<file path="src/rtl/instr_fetch_pkg.sv">
// Shared definitions for the instruction fetch stage.
//   fetch_state_e : fetch FSM encoding (BOOT / RUN / HALT)
//   RESET_PC_DEF  : default first fetch address after reset
//   credit_ok     : decides whether a normal fetch may issue without
//                   overflowing the 2-entry skid buffer
package instr_fetch_pkg;

  localparam logic [15:0] RESET_PC_DEF = 16'h0000;

  typedef enum logic [1:0] {
    FS_BOOT = 2'd0,
    FS_RUN  = 2'd1,
    FS_HALT = 2'd2
  } fetch_state_e;

  // Words that will occupy the buffer after this edge: what is stored now,
  // plus the word coming back from the ROM, minus the word decode takes.
  // A new fetch lands one cycle later, so that occupancy must leave a slot.
  function automatic logic credit_ok(input logic [1:0] count,
                                     input logic       pend,
                                     input logic       pop);
    logic [2:0] occ;
    occ = {1'b0, count} + {2'b00, pend} - {2'b00, pop};
    return (occ < 3'd2);
  endfunction

endpackage

</file>
<file path="src/rtl/instr_fetch_skid.sv">
// Two-entry shift FIFO used as the fetch skid buffer.
// Entry 0 is always the head, so dout comes straight from a register.
// Ports:
//   clk, rst      clock, synchronous active-high reset (clears data too)
//   flush         drop all entries; has priority over push
//   push, din     write a word (ignored when full unless popping)
//   pop           remove the head (ignored when empty)
//   dout          head entry
//   count         number of stored entries (0..2)
module fetch_skid #(
  parameter int W = 32
) (
  input  logic         clk,
  input  logic         rst,
  input  logic         flush,
  input  logic         push,
  input  logic [W-1:0] din,
  input  logic         pop,
  output logic [W-1:0] dout,
  output logic [1:0]   count
);

  logic [W-1:0] e0_r;
  logic [W-1:0] e1_r;
  logic [1:0]   count_r;
  logic         pop_eff_s;
  logic         push_eff_s;

  // Qualify push/pop against the current fill level.
  always_comb begin
    pop_eff_s  = 1'b0;
    push_eff_s = 1'b0;
    if (count_r != 2'd0) begin
      pop_eff_s = pop;
    end else begin
      pop_eff_s = 1'b0;
    end
    if ((count_r != 2'd2) || pop_eff_s) begin
      push_eff_s = push;
    end else begin
      push_eff_s = 1'b0;
    end
  end

  // Storage and fill-level update; simultaneous push+pop keeps the count.
  always_ff @(posedge clk) begin
    if (rst) begin
      e0_r    <= '0;
      e1_r    <= '0;
      count_r <= 2'd0;
    end else if (flush) begin
      count_r <= 2'd0;
    end else begin
      case ({push_eff_s, pop_eff_s})
        2'b10: begin
          if (count_r == 2'd0) begin
            e0_r <= din;
          end else begin
            e1_r <= din;
          end
          count_r <= count_r + 2'd1;
        end
        2'b01: begin
          e0_r    <= e1_r;
          count_r <= count_r - 2'd1;
        end
        2'b11: begin
          if (count_r == 2'd1) begin
            e0_r <= din;
          end else begin
            e0_r <= e1_r;
            e1_r <= din;
          end
        end
        default: begin
          count_r <= count_r;
        end
      endcase
    end
  end

  assign dout  = e0_r;
  assign count = count_r;

endmodule

</file>
<file path="src/rtl/instr_fetch.sv">
// Instruction fetch stage in front of a synchronous program ROM.
// Owns the PC, issues ROM reads, and hands words to decode in order via a
// valid/ready handshake, using a 2-entry skid buffer for the ROM latency.
// Ports:
//   clk, rst                      clock, synchronous active-high reset
//   rom_ce_n, rom_oe_n, rom_addr  ROM read request (active-low enables)
//   rom_dout                      ROM data, valid the cycle after issue
//   inst_valid, inst_ready        decode handshake
//   inst, inst_pc                 instruction word and its address
//   redirect_valid, redirect_pc   taken branch/jump from execute
//   halt                          stop issuing new fetches (END idiom)
module instr_fetch
  import instr_fetch_pkg::*;
#(
  parameter int                ADDR_W   = 16,
  parameter int                DATA_W   = 16,
  parameter logic [ADDR_W-1:0] RESET_PC = RESET_PC_DEF
) (
  input  logic              clk,
  input  logic              rst,
  output logic              rom_ce_n,
  output logic              rom_oe_n,
  output logic [ADDR_W-1:0] rom_addr,
  input  logic [DATA_W-1:0] rom_dout,
  output logic              inst_valid,
  input  logic              inst_ready,
  output logic [DATA_W-1:0] inst,
  output logic [ADDR_W-1:0] inst_pc,
  input  logic              redirect_valid,
  input  logic [ADDR_W-1:0] redirect_pc,
  input  logic              halt
);

  fetch_state_e              state_r;
  fetch_state_e              state_nxt_s;
  logic [ADDR_W-1:0]         pc_r;
  logic                      pend_r;
  logic [ADDR_W-1:0]         pend_pc_r;
  logic                      issue_s;
  logic [ADDR_W-1:0]         issue_addr_s;
  logic                      pop_s;
  logic                      push_s;
  logic [1:0]                skid_count_s;
  logic [ADDR_W+DATA_W-1:0]  skid_dout_s;

  // FSM state register.
  always_ff @(posedge clk) begin
    if (rst) begin
      state_r <= FS_BOOT;
    end else begin
      state_r <= state_nxt_s;
    end
  end

  // FSM next state: a redirect always (re)starts fetching.
  always_comb begin
    state_nxt_s = state_r;
    if (redirect_valid) begin
      state_nxt_s = FS_RUN;
    end else begin
      case (state_r)
        FS_BOOT: state_nxt_s = FS_RUN;
        FS_RUN:  state_nxt_s = halt ? FS_HALT : FS_RUN;
        FS_HALT: state_nxt_s = FS_HALT;
        default: state_nxt_s = FS_BOOT;
      endcase
    end
  end

  // FSM outputs: fetch issue decision and ROM request.
  // A redirect issues regardless of credit because it flushes the buffer.
  always_comb begin
    issue_s      = 1'b0;
    issue_addr_s = pc_r;
    pop_s        = inst_valid & inst_ready;
    if (rst) begin
      issue_s = 1'b0;
    end else if (redirect_valid) begin
      issue_s      = 1'b1;
      issue_addr_s = redirect_pc;
    end else if (state_r == FS_RUN) begin
      issue_s = credit_ok(skid_count_s, pend_r, pop_s);
    end else begin
      issue_s = 1'b0;
    end
  end

  assign rom_ce_n = ~issue_s;
  assign rom_oe_n = ~issue_s;
  assign rom_addr = issue_addr_s;

  // PC and in-flight tracking; the PC wraps naturally at 2^ADDR_W.
  always_ff @(posedge clk) begin
    if (rst) begin
      pc_r      <= RESET_PC;
      pend_r    <= 1'b0;
      pend_pc_r <= RESET_PC;
    end else if (issue_s) begin
      pc_r      <= issue_addr_s + ADDR_W'(1);
      pend_r    <= 1'b1;
      pend_pc_r <= issue_addr_s;
    end else begin
      pend_r    <= 1'b0;
    end
  end

  // A word returning during a redirect belongs to the abandoned path.
  assign push_s = pend_r & ~redirect_valid;

  fetch_skid #(
    .W(ADDR_W + DATA_W)
  ) u_skid (
    .clk   (clk),
    .rst   (rst),
    .flush (redirect_valid),
    .push  (push_s),
    .din   ({pend_pc_r, rom_dout}),
    .pop   (pop_s),
    .dout  (skid_dout_s),
    .count (skid_count_s)
  );

  assign inst_valid = (skid_count_s != 2'd0);
  assign inst       = skid_dout_s[DATA_W-1:0];
  assign inst_pc    = skid_dout_s[ADDR_W+DATA_W-1:DATA_W];

endmodule
</file>
<file path="config.mk">
export PLATFORM = sky130hd
export DESIGN_NAME = instr_fetch
export DESIGN_NICKNAME = d
export VERILOG_FILES = /design/src/rtl/instr_fetch_pkg.sv /design/src/rtl/instr_fetch_skid.sv /design/src/rtl/instr_fetch.sv
export SDC_FILE = /design/constraint.sdc
export NUM_CORES = 1
export LEC_CHECK = 0
export BUFFER_PORTS_ARGS = -buffer_cell sky130_fd_sc_hd__buf_2
export CAP_MARGIN = 5
export CORE_UTILIZATION = 59
export CTS_BUF_LIST = sky130_fd_sc_hd__clkbuf_16
export DETAILED_ROUTE_END_ITERATION = 6
export GPL_TIMING_DRIVEN = 0
export PLACE_DENSITY = 0.84
export SLEW_MARGIN = 20
export SYNTH_ARGS = -nofsm -noshare
export SYNTH_HDL_FRONTEND = slang
export SYNTH_SLANG_ARGS = --single-unit
</file>
<file path="constraint.sdc">
create_clock -name clk -period 5.6 [get_ports clk]
set_clock_uncertainty 0.2 [all_clocks]
set_input_delay 0.56 -clock clk [delete_from_list [all_inputs] [get_ports clk]]
set_output_delay 0.56 -clock clk [all_outputs]
set_load 0.005 [all_outputs]
</file>
==> flow_summary_export.csv <==
group,metric,value,unit
outcome,status,"finished clean",
clocking,root_buffer,"clkbuf_16",
timing,finalSetupTns,0,ns
finish,final_nets,695,
floorplan,fp-row-count,31,
synth,yosys.cell_types.count,53,
synth,synth_edf_count,0,
global_route,grt_pass1_wl,19.5,mm
synth,ys.flop_type,"dfxtp_1",
clocking,clkSinkCount,101,
synth,synth-async-reset-ratio,0,%
clocking,cts_buffer_depth,2,
synth,synth_common_cells,"nand2_1, dfxtp_1, nor2_1",
synth,synth_area_leader_cell,"dfxtp_1",
synth,synth_area_leaders,"dfxtp_1, nand2_1, a211oi_1",
setup_path,cp.arrival,3.64,ns
global_route,grt_overflow_total,0,
timing,tightest_slew,0.851,ns
setup_path,cpMaxStageDelayCell,"fa_1",
synth,yosysMostFrequentCell,"nand2_1",
setup_path,critPathBufInv,7,
drt,dr.pass1.iters,5,
hold_path,hp-class,"register to register",
floorplan,die_h,90.6,microns
place,port_buffers,87,
clocking,ctsHoldBuffers,0,
place,dp_hpwl,8.61,mm
clocking,clk_pin_slew,0.07,ns
timing,period_needed,4.40,ns
finish,instances_no_fill,753,
setup_path,path_common_cell,"inv_1",
floorplan,core,7410,sq um
timing,max-slew-margin-rel,43.2,%
drt,initialDrtViolationCount,284,
floorplan,start_util,62.5,%
timing,fmax,227,MHz
global_route,grt_usage,29.9,%
synth,netlist_area,4630,sq um
synth,ys_seq_elements,101,
setup_path,critical-path-top-delay-family,"buffers and inverters",
hold_path,hold_start,"u_skid.e1_r[17]$_SDFFE_PP0P_",
setup_path,crit_path_end_kind,"primary output",
timing,min_period_over_period,78.5,%
finish,layout-area-overhead-vs-synth,18.0,%
drt,wl_per_cell,16.1,microns
global_route,antenna_found_initial,0,
setup_path,crit_start,"u_skid.count[1]$_SDFFE_PP0P_",
floorplan,dieArea,8210,sq um
synth,synth_nets,597,
synth,syn_inst,551,
setup_path,r2r_setup_slack,1.95,ns
timing,setup_viol,0,
clocking,clk_latency,0.35,ns
clocking,cts_buffers,9,
floorplan,io_pins,88,
drt,drt_wl_total,12.1,mm
timing,hold_viol,0,
setup_path,worstSetupStartpointType,"register",
drt,via_per_inst,5.90,
power_and_ir_drop,vdd_drop_max,0.200,mV
finish,num_antenna_cells,0,
timing,maxSlewViolCount,0,
finish,drive_above_1_share,19.4,%
clocking,post_cts_buffers,0,
synth,synth_top_cell_area_share,43.6,%
synth,ys_seq_area_share,43.6,%
synth,synth.avg_cell_area,8.41,sq um
floorplan,die_w,90.6,microns
global_route,grt_max_degree,18,
power_and_ir_drop,p_leak,2.23,nW
power_and_ir_drop,power_density,318,nW/um^2
setup_path,critPathKind,"register to primary output",
setup_path,cp_cell_sequence,"inv_1, ha_1, inv_1, nand2_1, inv_1, ha_1, nand2b_1, fa_1, nand4bb_1, o21ai_0, inv_1, clkbuf_1, buf_4, buf_2",
place,finalWeightedCongestion,0.870,
setup_path,critPathRequiredTime,4.84,ns
clocking,cts_tree,"done",
synth,ys_warn_count,0,
setup_path,reg2reg_from,"u_skid.count[1]$_SDFFE_PP0P_",
drt,vias,4440,
drt,drc_errors,0,
setup_path,cp_max_fo,11,
clocking,ctsHtreeMaxLevel,3,
place,place_inst,737,
setup_path,critPathMaxStageDelay,0.49,ns
flow_run,maxCapViolations,0,
global_route,grt_pass1_vias,3996,
timing,grt_setup_unrepaired,"no",
drt,ant_nets,0,
clocking,cts_resized,0,
layer usage:
metal | routed length, microns | vias up | part of all wire [%] | GRT usage [%]
li1 | - | 2144 | - | -
met1 | 5120 | 2048 | 42 | 38.9
met2 | 5700 | 213 | 47 | 48.0
met3 | 896 | 35 | 7.4 | 5.56
met4 | 372 | 0 | 3.1 | 14.2
met5 | 0 | - | 0 | 0
flip-flops by register name, summed over array words and instances (netlist names):
name and cells:
u_skid.e1_r 32, pend_pc_r 16, pc_r 16, u_skid.dout 32
u_skid.count 2, pend_r 1, state_r 2
cells by family after synthesis:
| group | after synthesis | share of synthesized area (%) |
|---|---|---|
| AO/OA/AOI/OAI | 143 | 20.6 |
| XOR/XNOR | 9 | 1.70 |
| adder cells (fa/ha/maj) | 9 | 2.59 |
| buffers and inverters | 59 | 5.59 |
| flip-flops | 101 | 43.6 |
| multiplexers | 24 | 6.43 |
| AND/OR/NAND/NOR | 206 | 19.5 |
path summary, 6_finish.rpt:
path / to / depth (start not counted)
setup / recovery: rom_oe_n / 14
hold / removal: u_skid.e1_r[17]$_SDFFE_PP0P_ / 2
setup reg to reg: pc_r[10]$_SDFFE_PP0P_ / 14
hold reg to reg: u_skid.e1_r[17]$_SDFFE_PP0P_ / 2
power breakdown:
| group | leakage (nW) | switching (mW) | total, mW | internal, mW |
|---|---|---|---|---|
| Sequential | 0.826 | 0.0391 | 0.818 | 0.779 |
| Clock | 0.133 | 0.286 | 0.590 | 0.304 |
| Combinational | 1.27 | 0.198 | 0.332 | 0.134 |
| Total | 2.23 | 0.523 | 1.74 | 1.22 |
layout make-up:
class,count,area [sq um]
Clock buffer,9,225
Inverter,18,67.6
Timing Repair Buffer,87,435
Clock inverter,7,51.3
Fill cell,562,1940
Tap cell,99,124
Buffer,41,191
Multi-Input combinational cell,391,2350
Sequential cell,101,2020
worst register-to-register path: cells and delay by family, from the launching register on:
kind	cells	cell delay, ns
flip-flops	1	0.42
AND/OR/NAND/NOR	3	0.39
buffers and inverters	5	0.86
adder cells (fa/ha/maj)	3	0.95
AO/OA/AOI/OAI	3	0.72
cell usage in the layout (no fill, tap or decap), types with 2 or more instances in the layout:
cell type	synthesis	final
and3_1	3	3
nand4_1	3	3
buf_6	3	3
clkinvlp_4	0	2
nor3_1	9	9
a22oi_1	34	34
buf_4	2	2
ha_1	8	8
mux2i_1	13	13
o211ai_1	3	3
nand3b_1	2	2
buf_2	6	93
nor2_1	57	57
mux2_2	5	5
nand3_1	12	12
a31oi_1	3	3
and4b_1	2	2
nor4_1	2	2
o21ai_0	7	7
dfxtp_1	101	101
buf_1	3	3
mux2i_4	3	3
xor2_1	5	5
nand2_1	102	102
a21oi_1	44	44
a211oi_1	42	42
nand2b_1	3	3
inv_1	17	18
and2_1	2	2
mux2_4	2	2
clkbuf_16	0	9
xnor2_1	4	4
clkbuf_1	27	27
through the flow:
stage	hold slack (ns)	utilization (%)	cell area (sq um)	total power [mW]	setup slack [ns]
after floorplan	0.236	-	4630	1.04	2.21
after global placement	0.241	70.1	5190	1.15	1.70
after detailed placement	0.246	70.1	5190	1.16	1.66
after CTS	0.255	73.8	5470	1.74	1.26
after global routing	0.264	73.8	5470	1.81	0.989
final	0.254	73.8	5470	1.74	1.20
No activity file was read; power rests on OpenSTA's default activity.
